$ cat config.mk
export PLATFORM = sky130hd
export DESIGN_NAME = dffrs_init_seq
export DESIGN_NICKNAME = d
export VERILOG_FILES = /design/src/rtl/dffrs_seq_pkg.sv /design/src/rtl/dffrs_rst_sync.sv /design/src/rtl/dffrs_init_seq.sv
export SDC_FILE = /design/constraint.sdc
export NUM_CORES = 1
export LEC_CHECK = 0
export CORE_MARGIN = 2
export CORE_UTILIZATION = 41
export CTS_CLUSTER_DIAMETER = 60
export DETAILED_ROUTE_END_ITERATION = 6
export GPL_TIMING_DRIVEN = 0
export PLACE_DENSITY = 0.63
export RECOVER_POWER = 100
export SETUP_SLACK_MARGIN = 0.02
export SYNTH_ARGS = -nofsm -noshare
export SYNTH_HDL_FRONTEND = slang
export SYNTH_SLANG_ARGS = --single-unit
export TNS_END_PERCENT = 50
$ cat constraint.sdc
create_clock -name clk -period 2.6 [get_ports clk]
set_clock_uncertainty 0.1 [all_clocks]
set_input_delay 0.26 -clock clk [delete_from_list [all_inputs] [get_ports clk]]
set_output_delay 0.26 -clock clk [all_outputs]
set_load 0.01 [all_outputs]
$ cat src/rtl/dffrs_seq_pkg.sv
// Shared state encoding and sizing helpers for the dffrs reset/set sequencer.
package dffrs_seq_pkg;

    typedef enum logic [2:0] {
        ST_RSYNC   = 3'd0,
        ST_PWR_REL = 3'd1,
        ST_IDLE    = 3'd2,
        ST_ASSERT  = 3'd3,
        ST_REL     = 3'd4
    } state_e;

    // One extra bit over the largest load keeps the down-counter simple to size.
    function automatic int cnt_width(input int gap, input int pulse);
        int m;
        m = (gap > pulse) ? gap : pulse;
        return $clog2(m) + 1;
    endfunction

    function automatic int idx_width(input int n);
        return (n > 1) ? $clog2(n) : 1;
    endfunction

endpackage

$ cat src/rtl/dffrs_rst_sync.sv
// Two-flop reset synchronizer: asserts asynchronously with R, releases on the clock.
module dffrs_rst_sync (
    input  logic clk,
    input  logic R,
    output logic sync_n
);

    logic meta_q, meta_d;
    logic sync_q, sync_d;

    always_comb begin
        meta_d = 1'b1;
        sync_d = meta_q;
    end

    always_ff @(posedge clk or negedge R) begin
        if (!R) begin
            meta_q <= 1'b0;
            sync_q <= 1'b0;
        end else begin
            meta_q <= meta_d;
            sync_q <= sync_d;
        end
    end

    assign sync_n = sync_q;

endmodule

$ cat src/rtl/dffrs_init_seq.sv
// Sequences the active-low R/S pins of NUM_GRP flop groups: staged power-up
// release, then runtime re-initialisation of selected groups to 0 or 1.
module dffrs_init_seq
    import dffrs_seq_pkg::*;
#(
    parameter int NUM_GRP   = 4,
    parameter int GAP_CYC   = 2,
    parameter int PULSE_CYC = 2
) (
    input  logic               clk,
    input  logic               R,
    input  logic               req,
    input  logic [NUM_GRP-1:0] req_mask,
    input  logic [NUM_GRP-1:0] req_val,
    output logic               ack,
    output logic               busy,
    output logic               ready,
    output logic [NUM_GRP-1:0] grp_r_n,
    output logic [NUM_GRP-1:0] grp_s_n
);

    localparam int CNT_W = cnt_width(GAP_CYC, PULSE_CYC);
    localparam int IDX_W = idx_width(NUM_GRP);
    localparam logic [CNT_W-1:0] GAP_LD   = CNT_W'(GAP_CYC - 1);
    localparam logic [CNT_W-1:0] PULSE_LD = CNT_W'(PULSE_CYC - 1);

    state_e             state_q, state_d, cur_st;
    logic [CNT_W-1:0]   cnt_q, cnt_d;
    logic [NUM_GRP-1:0] rem_q, rem_d;
    logic [NUM_GRP-1:0] val_q, val_d;
    logic [NUM_GRP-1:0] grp_r_n_q, grp_r_n_d;
    logic [NUM_GRP-1:0] grp_s_n_q, grp_s_n_d;
    logic               busy_q, busy_d;
    logic               ready_q, ready_d;
    logic               ack_q, ack_d;
    logic               sync_n;
    logic [IDX_W-1:0]   nxt_idx;

    function automatic logic [IDX_W-1:0] ffs(input logic [NUM_GRP-1:0] m);
        logic [IDX_W-1:0] idx;
        idx = '0;
        for (int i = NUM_GRP - 1; i >= 0; i--) begin
            if (m[i]) idx = IDX_W'(i);
        end
        return idx;
    endfunction

    dffrs_rst_sync u_sync (
        .clk    (clk),
        .R      (R),
        .sync_n (sync_n)
    );

    always_comb begin
        state_d   = state_q;
        cnt_d     = cnt_q;
        rem_d     = rem_q;
        val_d     = val_q;
        grp_r_n_d = grp_r_n_q;
        grp_s_n_d = grp_s_n_q;
        busy_d    = busy_q;
        ready_d   = ready_q;
        ack_d     = 1'b0;
        nxt_idx   = ffs(rem_q);
        // The synchronizer's release edge is the entry into PWR_REL; the counter already holds GAP_LD.
        cur_st    = (state_q == ST_RSYNC && sync_n) ? ST_PWR_REL : state_q;

        case (cur_st)
            ST_RSYNC: rem_d = '1;
            ST_PWR_REL, ST_REL: begin
                state_d = cur_st;
                if (rem_q == '0) begin
                    state_d = ST_IDLE;
                    busy_d  = 1'b0;
                    if (cur_st == ST_PWR_REL) ready_d = 1'b1;
                    else                      ack_d   = 1'b1;
                end else if (cnt_q == '0) begin
                    if (val_q[nxt_idx]) grp_s_n_d[nxt_idx] = 1'b1;
                    else                grp_r_n_d[nxt_idx] = 1'b1;
                    rem_d[nxt_idx] = 1'b0;
                    cnt_d          = GAP_LD;
                end else begin
                    cnt_d = cnt_q - CNT_W'(1);
                end
            end
            ST_IDLE: begin
                if (req) begin
                    if (req_mask == '0) begin
                        // Empty request: pass through REL with nothing left so ack lands next edge.
                        state_d = ST_REL;
                        rem_d   = '0;
                    end else begin
                        state_d   = ST_ASSERT;
                        rem_d     = req_mask;
                        val_d     = req_val;
                        busy_d    = 1'b1;
                        cnt_d     = PULSE_LD;
                        grp_r_n_d = grp_r_n_q & ~(req_mask & ~req_val);
                        grp_s_n_d = grp_s_n_q & ~(req_mask & req_val);
                    end
                end
            end
            ST_ASSERT: begin
                if (cnt_q == '0) begin
                    state_d = ST_REL;
                    cnt_d   = GAP_LD;
                end else begin
                    cnt_d = cnt_q - CNT_W'(1);
                end
            end
            default: state_d = ST_RSYNC;
        endcase
    end

    always_ff @(posedge clk or negedge R) begin
        if (!R) begin
            state_q   <= ST_RSYNC;
            cnt_q     <= GAP_LD;
            rem_q     <= '0;
            val_q     <= '0;
            grp_r_n_q <= '0;
            grp_s_n_q <= '1;
            busy_q    <= 1'b1;
            ready_q   <= 1'b0;
            ack_q     <= 1'b0;
        end else begin
            state_q   <= state_d;
            cnt_q     <= cnt_d;
            rem_q     <= rem_d;
            val_q     <= val_d;
            grp_r_n_q <= grp_r_n_d;
            grp_s_n_q <= grp_s_n_d;
            busy_q    <= busy_d;
            ready_q   <= ready_d;
            ack_q     <= ack_d;
        end
    end

    assign grp_r_n = grp_r_n_q;
    assign grp_s_n = grp_s_n_q;
    assign busy    = busy_q;
    assign ready   = ready_q;
    assign ack     = ack_q;

endmodule
==> out/summary.txt <==
number of clock sinks: 26
Ports: 22
DRC Markers: 0
WL met2: 1.70 mm
Worst-Margin Slew: 1150 ps
crit-path max cell delay: 500 ps
Final Cell Area: 0.00184 mm²
Sum Neg Setup Slack: 0 ps
Num CTS Buffers: 3
largest net degree at the start of global routing: 27
All-Layer GR Usage: 0.190
Top cell by count, worst path: clkbuf_1
Setup CP Type: register to register
Compound-Gate Fraction of Synth Area: 0.268
clock-pin slew on the worst setup and hold paths: 90 ps
mux share of post-synthesis cell area: 0.0458
Worst VDD drop: 0.576 mV
Final Wtd Congestion: 0.836
Max Slew Vio Count: 0
Worst Hold Slack: 265 ps
number of global-route vias before repair: 1330
Final Non-Filler Cells: 225
netlist area before placement: 0.00156 mm²
later-pin clock latency in the skew report: 270 ps
Hold Path Class: register to register
GRT Residual Overflow: 0
Routed Antenna Nets: 0
fin crit period: 2170 ps
library cells used by synthesis: 56
Core Rows: 22
DR iter-0 viols: 48
EDFF count, synth: 0
first-pass GRT wire length: 6.35 mm
dpl cell area: 0.00183 mm²
DR pass1 iterations: 5
crit path from: state_q[0]
Max Buffers Root-to-Sink: 2
Syn. warnings: 0
CTS resizes: 0
Final Hold Vio Count: 0
Post-Synth Simple-Gate Area: 0.206
clock root buffer: clkbuf_8
share of layout cells above drive strength 1: 0.158
startpoint types: register
core area: 0.00366 mm²
Cells after DPL: 221
CP Cell Sequence: clkbuf_1 -> or3_1 -> clkbuf_1 -> nand4_1 -> a2111oi_0 -> o22a_1
number of synthesized register bits: 26
setup bufs post-CTS: 0
status: finished, final reports clean
Synth Area in Adders: 0
final setup margin: 425 ps
htree depth: 1
r2r startpoint: state_q[0]
placed wire-length estimate: 2.67 mm
total wire length: 3.61 mm
Total Power: 2.07 mW
max_slew headroom: 0.234
Die Area: 0.00431 mm²
Post-synth ARST share: 1.00
Initial Util: 0.425
DR WL/cell: 16.0 µm
routed wl met3: 130 µm
Diodes inserted: 0
most common cell after layout, fill and taps aside: dfrtp_1
post-synthesis sequential area ratio: 0.423
Layout Nets: 189
max cap viols: 0
pre-CTS WS: 437 ps
Worst Path Max Fanout: 10
RSZ-0062 raised after global routing: no
Pleak: 0.697 nW
post-route clock period utilization: 0.836
P&R area growth vs syn: 18.5%
pwr dens: 1120 mW/mm²
CP arrival: 2290 ps
most frequent cells in the layout: dfrtp_1 (20), dlygate4sd3_1 (13), o21ai_0 (10)
Syn Nets: 163
Core Util, Final: 0.504
Mapped Cells: 152
I/O Buffers: 21
DR vias/cell: 5.84
combinational family with the most area after synthesis: compound AO/OA/AOI/OAI gates
Crit path required time: 2720 ps
Top Metal Used: met4
CTS tree: built
CP Capture Type: register
initial antenna violation count: 0
Die X: 65.6 µm
FMAX: 0.460 GHz
mean area per synthesized cell: 10.2 µm²
Setup Viol. Count Final: 0
Fillers: 350
met1 wire length: 1.76 mm
Worst path slowest cell: a2111oi_0
Post-Synth XOR/XNOR Area: 0
Main synth FF type: dfrtp_1
die span in y: 65.6 µm
HP Start: u_sync.meta_q
# hold bufs at CTS: 0
via count: 1314
[layout make-up]
cell class,count,area (µm²),area share
Buffer,9,50.0,0.0271
Inverter,7,26.3,0.0142
Timing Repair Buffer,21,210,0.114
Clock buffer,4,45.0,0.0244
Sequential cell,26,658,0.357
Tap cell,48,60.1,0.0326
Multi-Input combinational cell,110,795,0.431
[cells by family after synthesis]
family          count (synthesis)
simple gates                   52
compound gates                 51
flops                          26
buf+inv                        16
mux                             6
other cells                     1
[synthesized netlist by cell type, types with 2 or more instances]
cell / count / area [µm²]
a32o_1: 3 / 30.0
o22ai_1: 2 / 12.5
o21ai_0: 10 / 50.1
a211oi_1: 2 / 15.0
o31ai_2: 2 / 25.0
o2bb2ai_1: 4 / 35.0
buf_2: 2 / 10.0
mux2_2: 4 / 45.0
nand2_1: 8 / 30.0
nand3b_1: 2 / 15.0
a21boi_0: 2 / 15.0
and3_1: 2 / 12.5
dfstp_2: 6 / 158
clkbuf_1: 4 / 15.0
inv_1: 7 / 26.3
nor3_1: 8 / 40.0
buf_6: 3 / 33.8
o22a_1: 2 / 17.5
dfrtp_1: 20 / 500
a21oi_1: 8 / 40.0
o32a_1: 2 / 20.0
nand3_1: 5 / 25.0
nand2b_1: 4 / 25.0
nor2_1: 8 / 30.0
[power breakdown]
| group | switching [mW] | internal [mW] | total [mW] |
|---|---|---|---|
| Sequential | 0.128 | 0.580 | 0.708 |
| Combinational | 0.609 | 0.515 | 1.12 |
| Clock | 0.127 | 0.110 | 0.237 |
| Total | 0.864 | 1.20 | 2.07 |
[final timing paths]
kind	cells past startpoint	slack (ps)	end
max	6	430	grp_r_n[2]
min	0	260	u_sync.sync_n
max reg2reg	6	430	grp_r_n[2]
min reg2reg	0	260	u_sync.sync_n
max in group asynchronous	1	1160	grp_r_n[2]
min in group asynchronous	1	550	ack
[critical path: cells and delay by family, from the launching register on]
kind	cells	cell delay [ps]
AOI/OAI and AO/OA	2	720
and+or+nand+nor	2	380
DFF	1	330
buffers and inverters	2	580
[metal layers]
metal	vias up	GRT usage
met1	657	0.277
met3	2	0.0223
met5	-	0
met2	33	0.297
met4	0	0.0521
li1	622	-
[flip-flops by register name, indices dropped and copies added, names as in the netlist]
name,count
ack,1
grp_s_n,4
cnt_q,2
u_sync.sync_n,1
rem_q,4
val_q,4
grp_r_n,4
ready,1
state_q,3
u_sync.meta_q,1
busy,1
Note: power is estimated with default switching activity, not from simulation.
